[src/rtl/mmm_acc_engine.sv]
// rtl/mmm_acc_engine.sv - pipelined mixed-precision matrix-multiply-accumulate engine
// Optional clamping accumulate and out_sat reporting: define MMM_ACC_SAT_EN.
module mmm_acc_engine #(
  parameter int DIM1      = 2,
  parameter int DIM2      = 2,
  parameter int DIM3      = 4,
  parameter int A_WIDTH   = 8,
  parameter int B_WIDTH   = 4,
  parameter int ACC_WIDTH = 32,
  parameter int CNT_WIDTH = 8
) (
  input  logic                                      clk,
  input  logic                                      rst_n,
  input  logic [1:0]                                mode,
  input  logic                                      in_valid,
  output logic                                      in_ready,
  input  logic                                      in_first,
  input  logic                                      in_last,
  input  logic [DIM3-1:0][DIM1-1:0][A_WIDTH-1:0]    in_a,
  input  logic [DIM3-1:0][DIM2-1:0][B_WIDTH-1:0]    in_b,
  output logic                                      out_valid,
  input  logic                                      out_ready,
  output logic [DIM1-1:0][DIM2-1:0][ACC_WIDTH-1:0]  out_c,
  output logic [CNT_WIDTH-1:0]                      out_count,
  output logic                                      out_sat,
  output logic                                      err_proto
);
  localparam int LVLS = $clog2(DIM3);
  localparam int PW   = A_WIDTH + B_WIDTH + 1;
  localparam int SW   = PW + LVLS;
  localparam int AW1  = ACC_WIDTH + 1;

  if (ACC_WIDTH < SW) begin : g_width_check
    $error("mmm_acc_engine: ACC_WIDTH must be at least A_WIDTH+B_WIDTH+1+clog2(DIM3)");
  end

  typedef enum logic {S_IDLE, S_OPEN} state_t;
  state_t state, state_nxt;
  logic   stall, accept, eff_first, proto_bad;

  assign stall    = out_valid & ~out_ready;
  assign in_ready = ~stall;
  assign accept   = in_valid & in_ready;

  always_ff @(posedge clk) begin
    if (!rst_n) state <= S_IDLE;
    else        state <= state_nxt;
  end

  always_comb begin
    state_nxt = state;
    if (accept) state_nxt = in_last ? S_IDLE : S_OPEN;
  end

  // A beat arriving with no open sequence always starts one, first flag or not.
  always_comb begin
    eff_first = in_first | (state == S_IDLE);
    proto_bad = accept & ((state == S_IDLE) ? ~in_first : in_first);
  end

  always_ff @(posedge clk) begin
    if (!rst_n)         err_proto <= 1'b0;
    else if (proto_bad) err_proto <= 1'b1;
  end

  function automatic logic signed [SW-1:0] mul(input logic [A_WIDTH-1:0] a,
                                               input logic [B_WIDTH-1:0] b,
                                               input logic [1:0]         m);
    logic signed [PW-1:0] ax, bx, p;
    ax = {{(PW-A_WIDTH){m[0] & a[A_WIDTH-1]}}, a};
    bx = {{(PW-B_WIDTH){m[1] & b[B_WIDTH-1]}}, b};
    p  = ax * bx;
    return SW'(p);
  endfunction

  logic [LVLS:0]        vld, fst, lst;
  logic signed [SW-1:0] tree [LVLS+1][DIM1][DIM2][DIM3];

  // Level 0 holds products; level l holds DIM3>>l partial sums, the rest stay zero.
  always_ff @(posedge clk) begin
    if (!rst_n) begin
      vld <= '0;
      fst <= '0;
      lst <= '0;
      for (int l = 0; l <= LVLS; l++)
        for (int i = 0; i < DIM1; i++)
          for (int j = 0; j < DIM2; j++)
            for (int k = 0; k < DIM3; k++)
              tree[l][i][j][k] <= '0;
    end else if (!stall) begin
      vld <= {vld[LVLS-1:0], accept};
      fst <= {fst[LVLS-1:0], eff_first};
      lst <= {lst[LVLS-1:0], in_last};
      for (int i = 0; i < DIM1; i++)
        for (int j = 0; j < DIM2; j++) begin
          for (int k = 0; k < DIM3; k++)
            tree[0][i][j][k] <= mul(in_a[k][i], in_b[k][j], mode);
          for (int l = 1; l <= LVLS; l++)
            for (int k = 0; k < (DIM3 >> l); k++)
              tree[l][i][j][k] <= tree[l-1][i][j][2*k] + tree[l-1][i][j][2*k+1];
        end
    end
  end

  logic signed [ACC_WIDTH-1:0] acc     [DIM1][DIM2];
  logic signed [ACC_WIDTH-1:0] acc_nxt [DIM1][DIM2];
  logic [CNT_WIDTH-1:0]        cnt, cnt_nxt;

`ifdef MMM_ACC_SAT_EN
  logic signed [ACC_WIDTH:0] wide [DIM1][DIM2];
  logic                      clamp_any, seq_sat, seq_sat_nxt;

  always_comb begin
    clamp_any = 1'b0;
    for (int i = 0; i < DIM1; i++)
      for (int j = 0; j < DIM2; j++) begin
        wide[i][j]    = AW1'(acc[i][j]) + AW1'(tree[LVLS][i][j][0]);
        acc_nxt[i][j] = ACC_WIDTH'(tree[LVLS][i][j][0]);
        if (!fst[LVLS]) begin
          if (wide[i][j][ACC_WIDTH] != wide[i][j][ACC_WIDTH-1]) begin
            acc_nxt[i][j] = wide[i][j][ACC_WIDTH] ? {1'b1, {(ACC_WIDTH-1){1'b0}}}
                                                  : {1'b0, {(ACC_WIDTH-1){1'b1}}};
            clamp_any     = 1'b1;
          end else begin
            acc_nxt[i][j] = wide[i][j][ACC_WIDTH-1:0];
          end
        end
      end
    seq_sat_nxt = (fst[LVLS] ? 1'b0 : seq_sat) | clamp_any;
  end

  always_ff @(posedge clk) begin
    if (!rst_n) begin
      seq_sat <= 1'b0;
      out_sat <= 1'b0;
    end else if (!stall && vld[LVLS]) begin
      seq_sat <= seq_sat_nxt;
      if (lst[LVLS]) out_sat <= seq_sat_nxt;
    end
  end
`else
  always_comb begin
    for (int i = 0; i < DIM1; i++)
      for (int j = 0; j < DIM2; j++) begin
        acc_nxt[i][j] = ACC_WIDTH'(tree[LVLS][i][j][0]);
        if (!fst[LVLS]) acc_nxt[i][j] = acc[i][j] + acc_nxt[i][j];
      end
  end

  assign out_sat = 1'b0;
`endif

  always_comb begin
    cnt_nxt = CNT_WIDTH'(1);
    if (!fst[LVLS]) cnt_nxt = (&cnt) ? cnt : cnt + CNT_WIDTH'(1);
  end

  always_ff @(posedge clk) begin
    if (!rst_n) begin
      cnt       <= '0;
      out_valid <= 1'b0;
      out_c     <= '0;
      out_count <= '0;
      for (int i = 0; i < DIM1; i++)
        for (int j = 0; j < DIM2; j++)
          acc[i][j] <= '0;
    end else if (!stall) begin
      out_valid <= vld[LVLS] & lst[LVLS];
      if (vld[LVLS]) begin
        cnt <= cnt_nxt;
        for (int i = 0; i < DIM1; i++)
          for (int j = 0; j < DIM2; j++)
            acc[i][j] <= acc_nxt[i][j];
        if (lst[LVLS]) begin
          out_count <= cnt_nxt;
          for (int i = 0; i < DIM1; i++)
            for (int j = 0; j < DIM2; j++)
              out_c[i][j] <= acc_nxt[i][j];
        end
      end
    end
  end
endmodule
[config.mk]
export PLATFORM = sky130hd
export DESIGN_NAME = mmm_acc_engine
export DESIGN_NICKNAME = d
export VERILOG_FILES = /design/src/rtl/mmm_acc_engine.sv
export SDC_FILE = /design/constraint.sdc
export NUM_CORES = 2
export LEC_CHECK = 0
export CAP_MARGIN = 30
export CORE_MARGIN = 2
export CORE_UTILIZATION = 45
export DETAILED_ROUTE_END_ITERATION = 8
export SLEW_MARGIN = 20
export SYNTH_ARGS = -nofsm -noshare
export SYNTH_HDL_FRONTEND = slang
export SYNTH_SLANG_ARGS = --single-unit
[constraint.sdc]
create_clock -name clk -period 30.5 [get_ports clk]
set_input_delay 9.15 -clock clk [delete_from_list [all_inputs] [get_ports clk]]
set_output_delay 9.15 -clock clk [all_outputs]
set_load 0.01 [all_outputs]
Word level (Yosys, flattened, before mapping)
Memories as Yosys holds them, arrays and structs flattened.
Cells that the tools add are included.
{ "op_classes": {"add_sub_neg": 17, "mul": 16, "mux": 48, "n_bitwise": 57, "reduce_logical": 3} }
{ "op_table": {"columns": ["operator", "n"], "rows": [
  ["$mux W15", 28],
  ["$mux W32", 8],
  ["$mul A9 B5 Y13", 16],
  ["$add A15 B15 Y15", 12],
  ["$add A32 B15 Y32", 4],
  ["$or A1 B1 Y1", 33],
  ["$and A1 B1 Y1", 20],
  ["$mux W8", 2],
  ["$mux W1", 10],
  ["$add A8 B1 Y8 const B", 1],
  ["$reduce_and A8 Y1", 1],
  ["$not A1 Y1", 4],
  ["$reduce_and A3 Y1", 1],
  ["$reduce_and A2 Y1", 1]
]} }
{ "totals": {"register_bits": 156, "ram_bits": 848, "input_bits": 104, "output_inout_bits": 140, "word_cells": 155, "n_memories": 2} }
{ "mem_list": {"columns": ["name", "depth", "width", "rd", "rd_ports_with_merged_regs", "wr", "line_no", "rtl"], "rows": [
  ["tree", 3, 240, 3, 0, 3, "77", "logic signed [SW-1:0] tree [LVLS+1][DIM1][DIM2][DIM3];"],
  ["acc", 2, 64, 2, 0, 2, "105", "logic signed [ACC_WIDTH-1:0] acc [DIM1][DIM2];"]
]} }

Longest topological paths before layout
{ "logic_depth": {"word_depth": 6, "depth_mapped": 20, "depth_no_buf": 18} }

Least setup slack after synthesis
Ideal clock, no wire load.
{ "synth_timing": {"kind": "in2out", "start": "input out_ready", "end": "output in_ready", "arrival_ns": 9.938, "required_time_ns": 21.350, "slack_ns": 11.412, "path_stages": 4, "path_buffers": 2, "path_cell_list": "nor2b_1 -> inv_1 -> clkbuf_1 -> clkbuf_1"} }
{ "synth_between": {"elab_chain_len": 3} }
{ "synth_rtl": {"columns": ["element", "line_no", "rtl"], "rows": [
  ["start: declaration", "22", "input logic out_ready,"],
  ["$not A1 Y1", "41", "assign stall = out_valid & ~out_ready;"],
  ["$and A1 B1 Y1", "41", null],
  ["$not A1 Y1 (no line)", null, null],
  ["end: declaration", "16", "output logic in_ready,"]
]} }
No other way between the ends.

Worst setup path after layout
Same ends and word-level chain as after synthesis.

==> impl_metrics.py <==
metrics = {
    "run_status": {
        "outcome": "complete, no violations",
    },
    "clocking": {
        "clockBufferDepth": 3,
        "postCtsHoldBufs": 0,
        "cts-resized-gates": 0,
        "cts.sinks": 672,
        "post_cts_buffers": 0,
        "numCtsBuffers": 82,
        "clkLatencyLatePin_ns": 0.66,
        "cts_max_level": 3,
        "root_buffer": "clkbuf_16",
        "cts.clk_slew.worst_paths_ns": 0.06,
        "cts_tree": "done",
    },
    "synth": {
        "yosysMostFrequentCell": "inv_1",
        "yosys-top-cells-count": "inv_1 (888), ha_1 (622), nor2_1 (611)",
        "syn_area_mm2": 0.0610,
        "synth_adder_area_share_pct": 27.5,
        "synth_top_area_share_pct": 25.4,
        "synth-edff-count": 516,
        "syn_nets": 7709,
        "yosys-top-cells-area": "edfxtp_1 (25%), fa_1 (15%), ha_1 (13%)",
        "synth_sequential_area_ratio_pct": 30.5,
        "synthCells": 6535,
        "synth.distinct_cells": 91,
        "synth_area_per_cell_um2": 9.33,
        "synth_top_family_by_area": "adder cells",
        "yosysTopAreaCell": "edfxtp_1",
        "yosys.area_share.xor_xnor_pct": 5.26,
        "synth_compound_area_share_pct": 12.8,
        "async_flop_share_pct": 0,
        "ys.flop_type": "edfxtp_1",
        "synth-simple-area-share_pct": 16.4,
        "synthMuxAreaShare_pct": 0.451,
        "ys_ff_latch": 672,
        "yosysWarnings": 0,
    },
    "timing": {
        "drv_slew": 0,
        "relSlewSlack_pct": 36.8,
        "setup-tns-final_ns": 0,
        "fin_skew_ns": 0.0194,
        "setup_viol": 0,
        "rsz0062_at_grt": "no",
        "finalCritPeriodShare_pct": 65.9,
        "hold_viol_final": 0,
        "max_freq_mhz": 49.8,
        "min_period_ns": 20.09,
        "worstMarginPinSlew_ns": 0.947,
    },
    "drt": {
        "wl_mm": 152,
        "drt_iter0_markers": 2632,
        "num_vias": 45200,
        "vias_per_cell": 5.32,
        "post_drt_wl_per_cell_um": 17.9,
        "drt_pass1_iterations": 5,
        "antenna_left": 0,
        "drc": 0,
    },
    "placed_design": {
        "io_buffers": 242,
        "dp_hpwl_mm": 114,
        "place.gp.congestion": 0.868,
    },
    "flow_run": {
        "drv_cap": 0,
    },
    "global_routing": {
        "track_usage_pct": 22.1,
        "grt_overflow": 0,
        "grt_pass1_vias": 44400,
        "grt_max_degree": 81,
        "antenna_found_initial": 5,
        "grt_first_pass_wirelength_mm": 243,
    },
    "die": {
        "die-area_mm2": 0.138,
        "num_rows": 135,
        "initial_utilization_pct": 45.2,
        "pin_count": 244,
        "die_x_um": 372,
        "coreArea_mm2": 0.135,
        "dieHeight_um": 372,
    },
    "final_layout": {
        "fin_util_pct": 50.3,
        "nNetsFinal": 7808,
        "drive_gt1_share_pct": 3.82,
        "area_growth_pct": 11.3,
    },
    "setup_path": {
        "worstPathRequired_ns": 21.35,
        "startpoint_type": "input pin",
        "cp_max_fo": 14,
        "end_kind": "output pin",
        "cp.arrival_ns": 10.94,
        "setup.worst_path.class": "in -> out",
    },
    "power": {
        "power_density_mw_per_mm2": 63.8,
        "ir_drop_v": 0.0000478,
        "total_leakage_power_nw": 31.3,
    },
    "worst_hold_path": {
        "hp-class": "reg -> reg",
    },
}
-- layout by cell type (no fill, tap or decap), drive strengths merged, types with 9 or more instances in the layout --
master and count:
nand3 48, o31ai 16, a211oi 69, mux2i 23
o2111ai 10, a21o 116, dfxtp 156, nor2b 71
nor3 134, nand4 19, o311ai 11, and2 480
clkbuf 112, and3 162, nand2b 50, a21boi 40
xnor2 243, edfxtp 516, buf 39, o211ai 17
xor2 123, inv 894, o21ai 349, fa 448
or3 45, a31oi 37, clkinv 23, a21oi 409
o21bai 36, o21a 34, a2111oi 13, o2111a 9
a211o 12, or2 36, o31a 13, ha 622
nor2 611, clkdlybuf4s50 240, nand2 309
-- final timing paths --
check,from,to,slack [ns],depth (start not counted)
worst max-delay path,out_ready,in_ready,10.41,4
worst min-delay path,vld[1],vld[1],0.46,2
worst max register to register,out_valid,tree[0][411],26.30,7
worst min register to register,vld[1],vld[1],0.46,2
-- flip-flops by register name (all words and copies together) (netlist names) --
register,count
err_proto,1
state,1
cnt,8
out_c,128
out_valid,1
fst,3
vld,3
acc,128
out_count,8
lst,3
tree,388
-- logic make-up (layout without fill, tap and decap cells) --
logic type	after synthesis	after routing
flip-flops	672	672
AO/OA/AOI/OAI	1255	1255
other	1	2
adder cells (fa/ha/maj)	1070	1070
buffers and inverters	1153	1320
XOR/XNOR	366	366
AND/OR/NAND/NOR	1991	1991
multiplexers	27	27
-- worst max-delay path: stages --
cell	delay, ns
clkdlybuf4s50_1	0.41
nor2b_2	0.58
inv_2	0.25
clkdlybuf4s50_1	0.54
-- stage by stage --
step	instance area (µm²)	total power [mW]	worst slack [ns]	cells	hold slack, ns
after floorplan	61000	2.75	11.41	6535	0.432
after global placement	64900	3.29	10.44	8326	0.440
after detailed placement	65000	3.31	10.41	8327	0.446
after CTS	67800	4.36	10.40	8479	0.455
after global routing	67900	4.66	10.33	8483	0.477
final	67900	4.33	10.41	8484	0.458
-- power breakdown --
group	internal, mW	switching (mW)
Sequential	1.21	0.125
Combinational	0.801	1.16
Clock	0.609	0.414
-- routing by layer --
metal  share of wire [%]  global-route usage [%]  wire length (µm)  vias to the layer above
li1                    -                       -                 -                    22200
met1                  47                    31.0             71900                    22000
met2                  47                    36.8             70800                      810
met3                 3.8                    2.15              5760                      179
met4                 2.4                    5.40              3580                        0
met5                   0                       0                 0                        -
-- layout make-up --
type,instances,area [µm²]
Fill cell,12700,67100
Multi-Input combinational cell,4710,38100
Sequential cell,672,18600
Inverter,889,3340
Timing Repair Buffer,279,2770
Clock buffer,112,2370
Tap cell,1781,2230
Clock inverter,40,454
Antenna cell,1,2.50
(Power assumes the default switching activity.)
